File: config.mk
export PLATFORM = sky130hd
export DESIGN_NAME = id_ex_stage
export DESIGN_NICKNAME = d
export VERILOG_FILES = /design/src/rtl/pipeline_pkg.sv /design/src/rtl/fwd_mux.sv /design/src/rtl/id_ex_stage.sv
export SDC_FILE = /design/constraint.sdc
export NUM_CORES = 1
export LEC_CHECK = 0
export BUFFER_PORTS_ARGS = -buffer_cell sky130_fd_sc_hd__buf_2
export CAP_MARGIN = 10
export CORE_MARGIN = 8
export CORE_UTILIZATION = 50
export CTS_BUF_LIST = sky130_fd_sc_hd__clkbuf_8 sky130_fd_sc_hd__clkbuf_16
export DETAILED_ROUTE_END_ITERATION = 16
export GPL_ROUTABILITY_DRIVEN = 0
export GPL_TIMING_DRIVEN = 0
export PLACE_DENSITY = 0.9
export REMOVE_ABC_BUFFERS = 1
export SKIP_CTS_REPAIR_TIMING = 1
export SYNTH_ARGS = -nofsm -noshare
export SYNTH_HDL_FRONTEND = slang
export SYNTH_HIERARCHICAL = 1
export SYNTH_SLANG_ARGS = --single-unit
File: constraint.sdc
create_clock -name i_CLK -period 5.4 [get_ports i_CLK]
set_input_delay 1.08 -clock i_CLK [delete_from_list [all_inputs] [get_ports i_CLK]]
set_output_delay 1.08 -clock i_CLK [all_outputs]
set_load 0.01 [all_outputs]
File: src/rtl/pipeline_pkg.sv
// Shared pipeline constants: ALU op codes and forwarding select encodings.
package pipeline_pkg;

    typedef enum logic [3:0] {
        ALU_ADD  = 4'd0,
        ALU_SUB  = 4'd1,
        ALU_SLL  = 4'd2,
        ALU_AND  = 4'd3,
        ALU_SRL  = 4'd4,
        ALU_NOR  = 4'd5,
        ALU_SRA  = 4'd6,
        ALU_XOR  = 4'd7,
        ALU_QUAD = 4'd8,
        ALU_LUI  = 4'd9,
        ALU_OR   = 4'd10,
        ALU_SLT  = 4'd11
    } alu_op_e;

    typedef enum logic [1:0] {
        FWD_REG   = 2'd0,
        FWD_EXMEM = 2'd1,
        FWD_MEMWB = 2'd2
    } fwd_sel_e;

endpackage

File: src/rtl/fwd_mux.sv
// Per-source operand forwarding: picks EX/MEM, MEM/WB or the registered
// regfile value for one source register index.
module fwd_mux
    import pipeline_pkg::*;
#(
    parameter int WORD_SIZE = 32,
    parameter int REG_ADDR  = 5
) (
    input  logic [REG_ADDR-1:0]  src,
    input  logic [WORD_SIZE-1:0] reg_data,
    input  logic                 exmem_regwrite,
    input  logic [REG_ADDR-1:0]  exmem_dst,
    input  logic [WORD_SIZE-1:0] exmem_result,
    input  logic                 memwb_regwrite,
    input  logic [REG_ADDR-1:0]  memwb_dst,
    input  logic [WORD_SIZE-1:0] memwb_result,
    output logic [WORD_SIZE-1:0] data
);

    fwd_sel_e sel;
    logic     src_nz;
    logic     ex_hit;
    logic     wb_hit;

    assign src_nz = (src != '0);
    assign ex_hit = src_nz && exmem_regwrite && (exmem_dst == src);
    assign wb_hit = src_nz && memwb_regwrite && (memwb_dst == src);

    // The younger producer (EX/MEM) wins when both stages match.
    always_comb begin
        sel = FWD_REG;
        if (ex_hit)
            sel = FWD_EXMEM;
        else if (wb_hit)
            sel = FWD_MEMWB;
    end

    always_comb begin
        data = reg_data;
        unique case (sel)
            FWD_EXMEM: data = exmem_result;
            FWD_MEMWB: data = memwb_result;
            default:   data = reg_data;
        endcase
    end

endmodule

File: src/rtl/id_ex_stage.sv
// ID/EX pipeline register with EX-side forwarding into the ALU operands
// and load-use hazard detection against the instruction sitting in ID.
module id_ex_stage
    import pipeline_pkg::*;
#(
    parameter int WORD_SIZE = 32,
    parameter int REG_ADDR  = 5
) (
    input  logic                         i_CLK,
    input  logic                         i_RST,
    input  logic                         i_stall,
    input  logic                         i_flush,
    input  logic                         i_id_valid,
    input  logic [WORD_SIZE-1:0]         i_rs_data,
    input  logic [WORD_SIZE-1:0]         i_rt_data,
    input  logic [WORD_SIZE-1:0]         i_imm,
    input  logic [REG_ADDR-1:0]          i_rs_addr,
    input  logic [REG_ADDR-1:0]          i_rt_addr,
    input  logic [REG_ADDR-1:0]          i_dst_addr,
    input  logic [$clog2(WORD_SIZE)-1:0] i_shamt,
    input  logic [WORD_SIZE/4-1:0]       i_qbyte,
    input  logic [3:0]                   i_aluop,
    input  logic                         i_alusrc,
    input  logic                         i_regwrite,
    input  logic                         i_memread,
    input  logic                         i_memwrite,
    input  logic                         i_memtoreg,
    input  logic                         i_exmem_regwrite,
    input  logic [REG_ADDR-1:0]          i_exmem_dst,
    input  logic [WORD_SIZE-1:0]         i_exmem_result,
    input  logic                         i_memwb_regwrite,
    input  logic [REG_ADDR-1:0]          i_memwb_dst,
    input  logic [WORD_SIZE-1:0]         i_memwb_result,
    output logic                         o_ex_valid,
    output logic [WORD_SIZE-1:0]         o_alu_A,
    output logic [WORD_SIZE-1:0]         o_alu_B,
    output logic [WORD_SIZE-1:0]         o_store_data,
    output logic [$clog2(WORD_SIZE)-1:0] o_shamt,
    output logic [WORD_SIZE/4-1:0]       o_qbyte,
    output logic [3:0]                   o_aluop,
    output logic [REG_ADDR-1:0]          o_dst_addr,
    output logic                         o_regwrite,
    output logic                         o_memread,
    output logic                         o_memwrite,
    output logic                         o_memtoreg,
    output logic                         o_load_use
);

    localparam int SHAMT_W = $clog2(WORD_SIZE);
    localparam int QB_W    = WORD_SIZE / 4;

    typedef struct packed {
        logic                 valid;
        logic [WORD_SIZE-1:0] rs_data;
        logic [WORD_SIZE-1:0] rt_data;
        logic [WORD_SIZE-1:0] imm;
        logic [REG_ADDR-1:0]  rs_addr;
        logic [REG_ADDR-1:0]  rt_addr;
        logic [REG_ADDR-1:0]  dst_addr;
        logic [SHAMT_W-1:0]   shamt;
        logic [QB_W-1:0]      qbyte;
        logic [3:0]           aluop;
        logic                 alusrc;
        logic                 regwrite;
        logic                 memread;
        logic                 memwrite;
        logic                 memtoreg;
    } id_ex_t;

    id_ex_t id_in;
    id_ex_t ex_q;

    logic [WORD_SIZE-1:0] fwd_a;
    logic [WORD_SIZE-1:0] fwd_b;

    // A non-valid ID slot enters EX as a bubble: add, no side effects.
    always_comb begin
        id_in          = '0;
        id_in.valid    = i_id_valid;
        id_in.rs_data  = i_rs_data;
        id_in.rt_data  = i_rt_data;
        id_in.imm      = i_imm;
        id_in.rs_addr  = i_rs_addr;
        id_in.rt_addr  = i_rt_addr;
        id_in.dst_addr = i_dst_addr;
        id_in.shamt    = i_shamt;
        id_in.qbyte    = i_qbyte;
        id_in.aluop    = i_id_valid ? i_aluop : ALU_ADD;
        id_in.alusrc   = i_alusrc;
        id_in.regwrite = i_regwrite & i_id_valid;
        id_in.memread  = i_memread  & i_id_valid;
        id_in.memwrite = i_memwrite & i_id_valid;
        id_in.memtoreg = i_memtoreg & i_id_valid;
    end

    always_ff @(posedge i_CLK or posedge i_RST) begin
        if (i_RST)
            ex_q <= '0;
        else if (i_flush)
            ex_q <= '0;
        else if (!i_stall)
            ex_q <= id_in;
    end

    fwd_mux #(
        .WORD_SIZE (WORD_SIZE),
        .REG_ADDR  (REG_ADDR)
    ) u_fwd_rs (
        .src            (ex_q.rs_addr),
        .reg_data       (ex_q.rs_data),
        .exmem_regwrite (i_exmem_regwrite),
        .exmem_dst      (i_exmem_dst),
        .exmem_result   (i_exmem_result),
        .memwb_regwrite (i_memwb_regwrite),
        .memwb_dst      (i_memwb_dst),
        .memwb_result   (i_memwb_result),
        .data           (fwd_a)
    );

    fwd_mux #(
        .WORD_SIZE (WORD_SIZE),
        .REG_ADDR  (REG_ADDR)
    ) u_fwd_rt (
        .src            (ex_q.rt_addr),
        .reg_data       (ex_q.rt_data),
        .exmem_regwrite (i_exmem_regwrite),
        .exmem_dst      (i_exmem_dst),
        .exmem_result   (i_exmem_result),
        .memwb_regwrite (i_memwb_regwrite),
        .memwb_dst      (i_memwb_dst),
        .memwb_result   (i_memwb_result),
        .data           (fwd_b)
    );

    assign o_ex_valid   = ex_q.valid;
    assign o_alu_A      = fwd_a;
    assign o_store_data = fwd_b;
    assign o_alu_B      = ex_q.alusrc ? ex_q.imm : fwd_b;
    assign o_shamt      = ex_q.shamt;
    assign o_qbyte      = ex_q.qbyte;
    assign o_aluop      = ex_q.aluop;
    assign o_dst_addr   = ex_q.dst_addr;
    assign o_regwrite   = ex_q.regwrite & ex_q.valid;
    assign o_memread    = ex_q.memread  & ex_q.valid;
    assign o_memwrite   = ex_q.memwrite & ex_q.valid;
    assign o_memtoreg   = ex_q.memtoreg & ex_q.valid;

    // A load in EX cannot feed the instruction in ID without a bubble.
    assign o_load_use = ex_q.valid & ex_q.memread
                      & (ex_q.dst_addr != '0) & i_id_valid
                      & ((ex_q.dst_addr == i_rs_addr)
                       | (ex_q.dst_addr == i_rt_addr));

endmodule

==> results.py <==
metrics = {
    "drt": {
        "wl_per_cell_um": 22.6,
        "drt_iter0_markers": 486,
        "postRouteAntennaNets": 0,
        "drc": 0,
        "vias_per_cell": 5.93,
        "drt-pass1-iter-count": 5,
        "wirelength_mm": 31.1,
        "vias": 8183,
    },
    "grt": {
        "antenna_found_initial": 1,
        "gr-usage-met3": 0.0912,
        "grt_max_degree": 78,
        "grt_pass1_vias": 8716,
        "grt_remaining_overflow": 0,
        "grt_util_met2": 0.454,
        "grt_pass1_wl_mm": 47.1,
        "use_met1": 0.302,
        "grt.busiest_layer": "met2",
        "grt.total_usage": 0.271,
    },
    "yosys": {
        "yosysSeqAreaShare": 0.382,
        "yosysTopAreaCellShare": 0.382,
        "yosys_warnings": 6,
        "synth_most_common_cell": "nor2_1",
        "syn_area_sq_um": 8790,
        "synth_ff_type": "dfrtp_1",
        "syn_avg_cell_area_sq_um": 10.1,
        "synth_seq_cells": 134,
        "netlist_instances": 868,
        "synth_enable_flop_cells": 0,
        "synth_commonest_cells": "142 x nor2_1, 134 x dfrtp_1, 126 x mux2i_1",
        "yosys-top-cells-area": "dfrtp_1 38%, mux2i_1 14%, a31oi_2 8.3%, nor2_1 6.1%, o21ai_2 5.8%",
        "synth_top_area_cell": "dfrtp_1",
        "postSynth.asyncResetShare": 1.00,
        "yosysUniqueCellTypes": 32,
    },
    "place": {
        "place_area_sq_um": 10400,
        "place_hpwl_mm": 22.1,
        "numPortBuffers": 337,
        "dp.cells": 1343,
    },
    "sta": {
        "slew_headroom": 0.158,
        "min_period_over_period": 0.934,
        "setup_viol": 0,
        "fmax_mhz": 198,
        "tightest_slew_ns": 1.26,
        "holdWs_ns": 0.517,
        "skew_ns": 0,
        "rsz0062_at_grt": "no",
        "period_minus_slack_ns": 5.04,
        "hold_viol_final": 0,
        "slew_viol_final": 0,
    },
    "floorplan": {
        "die_y_um": 149,
        "pin_count": 338,
        "die_w_um": 149,
        "dieArea_sq_um": 22100,
        "initial_core_util": 0.510,
        "core_area_sq_um": 17200,
        "num_rows": 48,
    },
    "cells_and_area": {
        "finalNonFillerCells": 1379,
        "drive_gt1_frac": 0.477,
        "area_delta_synth_final_pct": 25.2,
        "nFillCells": 1345,
        "register_area_sq_um": 3350,
        "multi_input_area_sq_um": 4680,
        "final_core_util": 0.639,
        "layout.nets": 1353,
        "final_area_sq_um": 11000,
    },
    "pwr": {
        "irDropWorstVdd_mv": 0.229,
        "power_frac_clock": 0.402,
        "pwr_density_cell_nw_per_um2": 265,
        "combPwrFrac": 0.217,
        "p_sw_frac": 0.305,
        "finalPower_mw": 2.92,
        "switchingPower_mw": 0.889,
        "p_leak_nw": 5.34,
        "intPower_mw": 2.03,
        "power.share.sequential": 0.381,
    },
    "setup_path": {
        "end_kind": "output pin",
        "crit_type": "reg2out",
        "worstPathArrival_ns": 3.96,
        "path_max_fanout": 33,
        "crit_family": "simple AND/OR/NAND/NOR gates",
        "cp_num_buf_inv": 2,
        "required_ns": 4.32,
        "worstPathCellList": "or4_4 > o211ai_4 > or2_2 > buf_12 > a31oi_1 > mux2_2 > buf_2",
        "cp-start-kind": "flip-flop",
        "cpPeakStageDelay_ns": 0.95,
        "critPathSlowestCell": "o211ai_4",
    },
    "status": {
        "status": "complete, no violations",
    },
    "flow_run": {
        "max-cap-violations": 0,
    },
    "cts": {
        "clockBufferDepth": 2,
        "cts_tree": "yes",
        "clk_latency_ns": 0.41,
        "h-tree-depth": 4,
        "cts.clk_slew.worst_paths_ns": 0.06,
        "clock-sinks": 134,
        "cts-root-buf": "clkbuf_16",
        "cts_made_buffers": 17,
    },
    "worst_hold_path": {
        "hold_class": "reg2reg",
    },
}
[worst register-to-register path, stage by stage, from the launching register on]
cell,delay (ns)
dfrtp_2,0.99
mux2i_1,0.21
nor2_1,0.16
[state kept, by name (all words and copies together), names as in the netlist]
name and cells:
o_dst_addr 5, o_qbyte 8, o_shamt 5, ex_q 111, o_aluop 4, o_ex_valid 1
[metrics by stage]
stage	setup WS [ns]	TNS (ns)
CTS	0.413	0
global placement	-0.976	-183.83
detailed placement	0.753	0
finish	0.359	0
global route	0.284	0
floorplan	0.689	0
[placed cells by master (no fill, tap or decap), drive strengths merged]
cell      synthesis  final
a21oi             9      9
a31oi            64     64
and2              4      4
and4              2      2
buf              79    356
bufinv            0      2
clkbuf           23     18
clkinv            0      6
clkinvlp          0      3
dfrtp           134    134
diode             0      2
inv               1      4
mux2             32     32
mux2i           126    126
nand2             8      8
nand3            66     66
nand4             4      4
nor2            142    142
nor3             66     66
o211a             2      2
o211ai            5      5
o21ai            64     64
or2               2      2
or4               3      3
xnor2            24     24
xor2              6      6
[kinds of logic after synthesis]
family	Yosys count	share of synthesized area
AO/OA/AOI/OAI	144	0.165
XOR/XNOR	30	0.0299
buffers and inverters	105	0.0877
flip-flops	134	0.382
multiplexers	158	0.185
AND/OR/NAND/NOR	297	0.152
[power by group through the flow]
stage	Combinational (mW)	Sequential, mW	Clock, mW
3_3_place_gp	0.585	1.12	0
4_1_cts	0.621	1.11	1.19
3_5_place_dp	0.618	1.13	0
2_1_floorplan	0.304	1.12	0
5_1_grt	0.674	1.12	1.23
6_report	0.633	1.11	1.17
[per-layer routing]
layer / vias up / wire length [um]
li1: 3629 / -
met1: 3901 / 11200
met2: 554 / 15200
met3: 97 / 3560
met4: 2 / 1140
met5: - / 13
[cell type report]
type | instances | area share
clock buffer | 18 | 0.0399
inverter | 1 | 0.000796
sequential | 134 | 0.305
clock inverter | 14 | 0.0136
multi-input combinational | 629 | 0.426
tap | 225 | 0.0256
antenna | 2 | 0.000455
timing repair buffer | 356 | 0.189
[final timing paths]
path	startpoint	slack, ns	cells past startpoint	to
min reg2reg	ex_q[0]$_DFFE_PP0P_	0.52	2	ex_q[0]$_DFFE_PP0P_
max	ex_q[27]$_DFFE_PP0P_	0.36	7	o_alu_B[31]
max reg2reg	ex_q[4]$_DFFE_PP0P_	3.96	2	ex_q[4]$_DFFE_PP0P_
max in group asynchronous	i_RST	3.85	3	ex_q[4]$_DFFE_PP0P_
min	ex_q[0]$_DFFE_PP0P_	0.52	2	ex_q[0]$_DFFE_PP0P_
min in group asynchronous	i_RST	0.74	2	o_shamt[1]$_DFFE_PP0P_
Power figures use the tool's default switching activity.
